--- config.mk ---
export PLATFORM = sky130hd
export DESIGN_NAME = cregister_reader
export DESIGN_NICKNAME = d
export VERILOG_FILES = /design/src/rtl/cregister_reader.sv
export SDC_FILE = /design/constraint.sdc
export NUM_CORES = 1
export LEC_CHECK = 0
export CAP_MARGIN = 20
export CORE_AREA = 2 2 58 44
export CTS_CLUSTER_SIZE = 28
export DETAILED_ROUTE_END_ITERATION = 7
export DIE_AREA = 0 0 60 46
export GPL_TIMING_DRIVEN = 1
export PLACE_DENSITY = 0.74
export SYNTH_ARGS = -nofsm -noshare
export SYNTH_HDL_FRONTEND = slang
export SYNTH_SLANG_ARGS = --single-unit
--- constraint.sdc ---
create_clock -name clk -period 1.65 [get_ports clk]
set_clock_uncertainty 0.1 [all_clocks]
set_input_delay 0.2475 -clock clk [delete_from_list [all_inputs] [get_ports clk]]
set_output_delay 0.2475 -clock clk [all_outputs]
set_load 0.005 [all_outputs]
--- src/rtl/cregister_reader.sv ---
// ----------------------------------------------------------------------------
// cregister_reader
//
// Purpose:
//   Samples a watched register value into a 2-entry FIFO and presents the
//   oldest sample to a valid/ready consumer. A sample is taken on an explicit
//   read request. When change_only=1, a sample is also taken whenever the
//   watched value differs from its value in the previous cycle. If the FIFO
//   is full and not draining, the new sample is dropped and a sticky overrun
//   flag is raised.
//
// Parameters:
//   datawidth     - width of the sampled data path in bits
//   change_only   - 1 enables automatic sampling on a change of reg_data
//
// Ports:
//   clk           in   single clock; all state updates on its rising edge
//   reset         in   synchronous, active-high reset
//   reg_data      in   watched register value
//   read_req      in   sample reg_data in this cycle
//   output_data   out  head sample (last popped value, or 0 after reset,
//                      when the FIFO is empty)
//   output_valid  out  output_data holds an unconsumed sample
//   output_ready  in   consumer accepts the head sample
//   count         out  number of buffered samples (0..2)
//   overrun       out  sticky flag, set when a sample is dropped
//   clear_overrun in   clears overrun (a same-cycle drop wins)
// ----------------------------------------------------------------------------
module cregister_reader #(
    parameter int unsigned datawidth   = 8,
    parameter bit          change_only = 1'b0
) (
    input  logic                 clk,
    input  logic                 reset,
    input  logic [datawidth-1:0] reg_data,
    input  logic                 read_req,
    output logic [datawidth-1:0] output_data,
    output logic                 output_valid,
    input  logic                 output_ready,
    output logic [1:0]           count,
    output logic                 overrun,
    input  logic                 clear_overrun
);

    typedef enum logic [1:0] {
        StEmpty = 2'd0,
        StOne   = 2'd1,
        StTwo   = 2'd2
    } state_e;

    state_e               r_state;
    // Shift arrangement: r_head drives output_data directly, r_tail holds the
    // second (younger) sample when two are buffered.
    logic [datawidth-1:0] r_head;
    logic [datawidth-1:0] r_tail;
    logic                 r_valid;
    logic [1:0]           r_count;
    logic                 r_overrun;
    logic [datawidth-1:0] r_last;
    logic                 r_primed;

    logic w_change;
    logic w_push;
    logic w_pop;
    logic w_drop;

    // Change trigger is suppressed in the first cycle after reset, when r_last
    // still holds its reset value rather than a real previous sample.
    assign w_change = change_only && r_primed && (reg_data != r_last);
    // A request and a change in the same cycle collapse into a single push.
    assign w_push   = read_req || w_change;
    assign w_pop    = r_valid && output_ready;
    assign w_drop   = (r_state == StTwo) && w_push && !w_pop;

    always_ff @(posedge clk) begin
        if (reset) begin
            r_state   <= StEmpty;
            r_head    <= '0;
            r_tail    <= '0;
            r_valid   <= 1'b0;
            r_count   <= 2'd0;
            r_overrun <= 1'b0;
            r_last    <= '0;
            r_primed  <= 1'b0;
        end else begin
            r_last   <= reg_data;
            r_primed <= 1'b1;

            // Set wins over clear.
            if (w_drop) begin
                r_overrun <= 1'b1;
            end else if (clear_overrun) begin
                r_overrun <= 1'b0;
            end

            case (r_state)
                StEmpty: begin
                    // output_valid is 0 here, so no pop can occur.
                    if (w_push) begin
                        r_head  <= reg_data;
                        r_state <= StOne;
                        r_valid <= 1'b1;
                        r_count <= 2'd1;
                    end
                end

                StOne: begin
                    if (w_push && !w_pop) begin
                        r_tail  <= reg_data;
                        r_state <= StTwo;
                        r_count <= 2'd2;
                    end else if (!w_push && w_pop) begin
                        // r_head keeps the popped value for display while empty.
                        r_state <= StEmpty;
                        r_valid <= 1'b0;
                        r_count <= 2'd0;
                    end else if (w_push && w_pop) begin
                        r_head <= reg_data;
                    end
                end

                StTwo: begin
                    if (w_pop) begin
                        r_head <= r_tail;
                        if (w_push) begin
                            r_tail <= reg_data;
                        end else begin
                            r_state <= StOne;
                            r_count <= 2'd1;
                        end
                    end
                    // Push without pop is a drop: contents unchanged.
                end

                default: begin
                    r_state <= StEmpty;
                    r_valid <= 1'b0;
                    r_count <= 2'd0;
                end
            endcase
        end
    end

    assign output_data  = r_head;
    assign output_valid = r_valid;
    assign count        = r_count;
    assign overrun      = r_overrun;

endmodule

# --- Word-level counts from Yosys, hierarchy flattened ---
# Cells that the tools add are included.
word_totals:
  regBits: 20
  input_bits: 13
  output_inout_bits: 12
  elab_cells: 55
classes:
  eq_ne: 12
  muxes: 21
  bitwise: 1
  n_reduce_logical: 16
op_table:
  columns: ["cell", "count"]
  rows:
  - ["8-bit two-way mux", 7]
  - ["8-bit one-hot mux with 3 select lines", 1]
  - ["2-bit inequality test, second input constant", 9]
  - ["8-bit one-hot mux with 2 select lines", 1]
  - ["4-bit AND reduction", 3]
  - ["2-bit two-way mux", 5]
  - ["1-bit logical AND", 6]
  - ["2-bit one-hot mux with 3 select lines", 1]
  - ["6-bit AND reduction", 1]
  - ["1-bit two-way mux", 5]
  - ["2-bit nonzero test", 2]
  - ["3-bit inequality test, second input constant", 1]
  - ["1-bit one-hot mux with 3 select lines", 1]
  - ["3-bit nonzero test", 1]
  - ["2-bit by 1-bit equality test with 1-bit output, second input constant", 1]
  - ["2-bit equality test, second input constant", 1]
  - ["1-bit zero test", 2]
  - ["2-bit zero test", 1]
  - ["1-bit inverter", 1]

# --- Depth between registers and ports, before layout ---
logic_depth:
  word_depth: 6
  mapped_depth: 6
  ltp_nobuf: 4

# --- Worst setup path before layout ---
# No wires, ideal clock.
synth_path:
  kind: "register to register"
  startpoint: "register count[0] (netlist name)"
  endpoint: "register r_head[0] (netlist: output_data[0])"
  setup_time_ns: 0.088
  arrival_time_ns: 1.334
  required_ns: 1.462
  slack_ns: 0.128
  stages_incl_launch_ff: 7
  n_path_buf: 2
  period_less_slack_ns: 1.522
  path_cell_list: "dfxtp_1 > nand2b_1 > buf_6 > o211ai_2 > buf_8 > nor2_1 > a311oi_2"
synth_rtl:
  columns: ["item", "line_no", "source"]
  rows:
  - ["end signal, assigned", "100", "r_head <= reg_data;"]
  - ["end signal, assigned", "118", "r_head <= reg_data;"]
  - ["end signal, assigned", "124", "r_head <= r_tail;"]
  - ["end, declared", "54", "logic [datawidth-1:0] r_head;"]

# --- Worst setup path in the final report ---
layout_path:
  startpoint: "input port read_req"
  endpoint: "register r_head[4] (netlist: output_data[4])"
layout_between:
  elab_chain_len: 4
  elab_cells_between_ends: 9
  classes_between: "4 x eq/ne; 5 x reduce/logical"
layout_rtl:
  columns: ["item", "line_no", "source"]
  rows:
  - ["start, declared", "36", "input logic read_req,"]
  - ["1-bit zero test", "112", "end else if (!w_push && w_pop) begin"]
  - ["1-bit logical AND", "112", null]
  - ["2-bit inequality test (no line)", null, null]
  - ["6-bit AND reduction (no line) (*)", null, null]
# Mark *: on every way between the ends. The rest lies on a longest branch, timed or not.
# A chain may end at the register's enable or synchronous reset.

==> summary.txt <==
result of the run - finished, final reports clean
DR vias - 864
leakage - 0.5592 nW
fillcell total - 205
post-synth top area share - 0.4092
setup violators final - 0
Flop pwr share - 0.496
Hold Startpoint - r_tail[1]
clk slew on worst S/H paths - 110 ps
ratio of cells with drive above 1 in the final layout - 0.1806
initial antenna violation count - 0
Final Wtd Congestion - 0.7619
worst-path fanout max - 14
DRC violations left - 0
Routed WL - 2091 um
R2R setup slack - 100 ps
I/O Buffers - 24
Hold WS - 383.5 ps
synth warn - 0
Antenna diodes - 0
Max VDD drop - 0.5206 mV
final non-filler cell total - 178
Fin. Hold Viols - 0
reg-to-reg endpoint - output_data[4]
Design Area, Final - 1384 um2
Initial Util - 0.4309
CORE AREA - 2271 um2
first-pass detailed-route iteration total - 4
Max-Cap Viols - 0
first-pass GRT wire length - 3505 um
Cell Area, Synth - 978.4 um2
vias per cell - 4.854
final core occ - 0.6094
crit path capture type - flip-flop
num rows - 15
1st-iter DRT viols - 17
Yosys top cell by area - dfxtp_1
Post-layout nets - 159
global route overflow - 0
Hold EP - output_data[1]
CTS tree - yes
clock latency on the worst-skew pair - 300 ps
Die W - 60 um
WL/cell - 11.75 um
final worst slack - 58.61 ps
dpl cell area - 1305 um2
vias in the first global route - 801
area grow syn2layout - 41.43%
hold_buf cts - 0
most frequent cells in the layout - 22 x clkdlybuf4s50_1, 18 x nand2_1, 18 x nand2b_1, 18 x dfxtp_1, 14 x buf_4
min cycle time layout - 1591 ps
area occupied by multi-input gates - 536.8 um2
commonest non-fill, non-tap cell in the layout - clkdlybuf4s50_1
CP arrival - 1700 ps
antenna viol nets, final - 0
Min-Delay Path Class - reg -> reg
final total power - 1.126 mW
# clock sinks - 20
pwr dens - 813.9 nW/um2
Distinct cells, synth - 28
Worst-Margin Slew - 352.3 ps
synth top area cells - dfxtp_1 41%, nand2b_1 12%, mux2i_1 8.2%
Avg Synthesized Cell Area - 8.895 um2
Crit Path Class - in -> reg
Post-Place Cells - 173
Placement Setup Slack - -333.7 ps
chip height - 46 um
Fin Setup TNS - 0 ps
r2r startpoint - count[0]
total track usage - 0.1736
Synthesized Nets - 123
Max Root-Sink Buffers - 2
clock root buffer master - clkbuf_4
Clk pwr share - 0.203
Hold Crit Depth - 2
die area - 2760 um2
combinational fraction of design power - 0.301
Seq/Total Area, Yosys - 0.4092
Final Cycle Share - 0.9645
Num CTS Buffers - 3
Critical Path Start Type - primary input
I/O pin total - 25
switching pwr - 0.3058 mW
Worst EP required - 1760 ps
fin. max-slew vios - 0
CTS H-tree depth - 1
switching part of the total power - 0.2715
Fmax - 628.4 MHz
Synth Register Bits - 20
relative slew slack - 0.7651
largest net degree at the start of global routing - 17
reg2reg path depth - 5
Gate Count Post-Synth - 110
internal power - 0.8205 mW
Sequential Area - 407.9 um2
## final cells by class
type | count | area share
clock buffers | 3 | 0.01627
repair buffers | 39 | 0.2676
well taps | 34 | 0.03074
inverters | 1 | 0.002712
multi-input cells | 81 | 0.3879
flip-flops and latches | 20 | 0.2948
## metal layers
metal,track usage,vias to the layer above,routed length (um)
met4,0.06222,0,28
met5,0,-,0
met1,0.2124,403,938
met2,0.2978,14,1061
li1,-,445,-
met3,0.04261,2,62
## power by group through the flow
stage | registers (mW) | clock network (mW) | logic (mW)
2_1_floorplan | 0.572 | 0 | 0.161
3_3_place_gp | 0.570 | 0 | 0.303
3_5_place_dp | 0.571 | 0 | 0.312
4_1_cts | 0.560 | 0.233 | 0.318
5_1_grt | 0.566 | 0.253 | 0.374
6_report | 0.559 | 0.228 | 0.339
## Yosys cell counts, drive strengths merged
library cell	instances
inv	1
nand3b	1
buf	4
nand2	18
o211ai	1
nand4b	1
o21ai	1
o32ai	1
a21oi	3
or2	1
a311oi	8
and2b	2
nand2b	18
and3b	1
nand3	1
o21bai	1
o21a	1
or3b	1
mux2i	8
dfxtp	20
nor2	11
a32oi	1
mux2	1
clkbuf	4
## worst max-delay path by stage
stage	startpoint	end	slack, ps	depth (start not counted)
finish	read_req	output_data[4]	60	6
global route	read_req	output_data[4]	-4	6
CTS	count[1]	count[1]	9	2
detailed placement	output_ready	output_data[4]	-330	5
global placement	output_ready	output_data[1]	-250	5
floorplan	count[0]	output_data[0]	130	6
## cells by family after synthesis
group,count (synthesis),synth area share
AO/OA/AOI/OAI,17,0.1509
buffers and inverters,9,0.05881
flip-flops,20,0.4092
multiplexers,9,0.09335
AND/OR/NAND/NOR,55,0.2877
## state kept, by name, indices dropped and copies added (netlist names)
register / flops
output_data: 8
count: 2
r_tail: 8
output_valid: 1
overrun: 1
## repair_timing
item	in CTS	in global routing
pin swaps	0	2
setup endpoints to repair	14	6
gates resized for setup	5	4
setup buffers	0	2
## worst max-delay path, stage by stage
cell	delay, ps
clkdlybuf4s50_1	480
or3b_1	400
o211ai_4	130
buf_12	160
nor2_1	40
a311oi_1	240
Power figures use the tool's default switching activity.
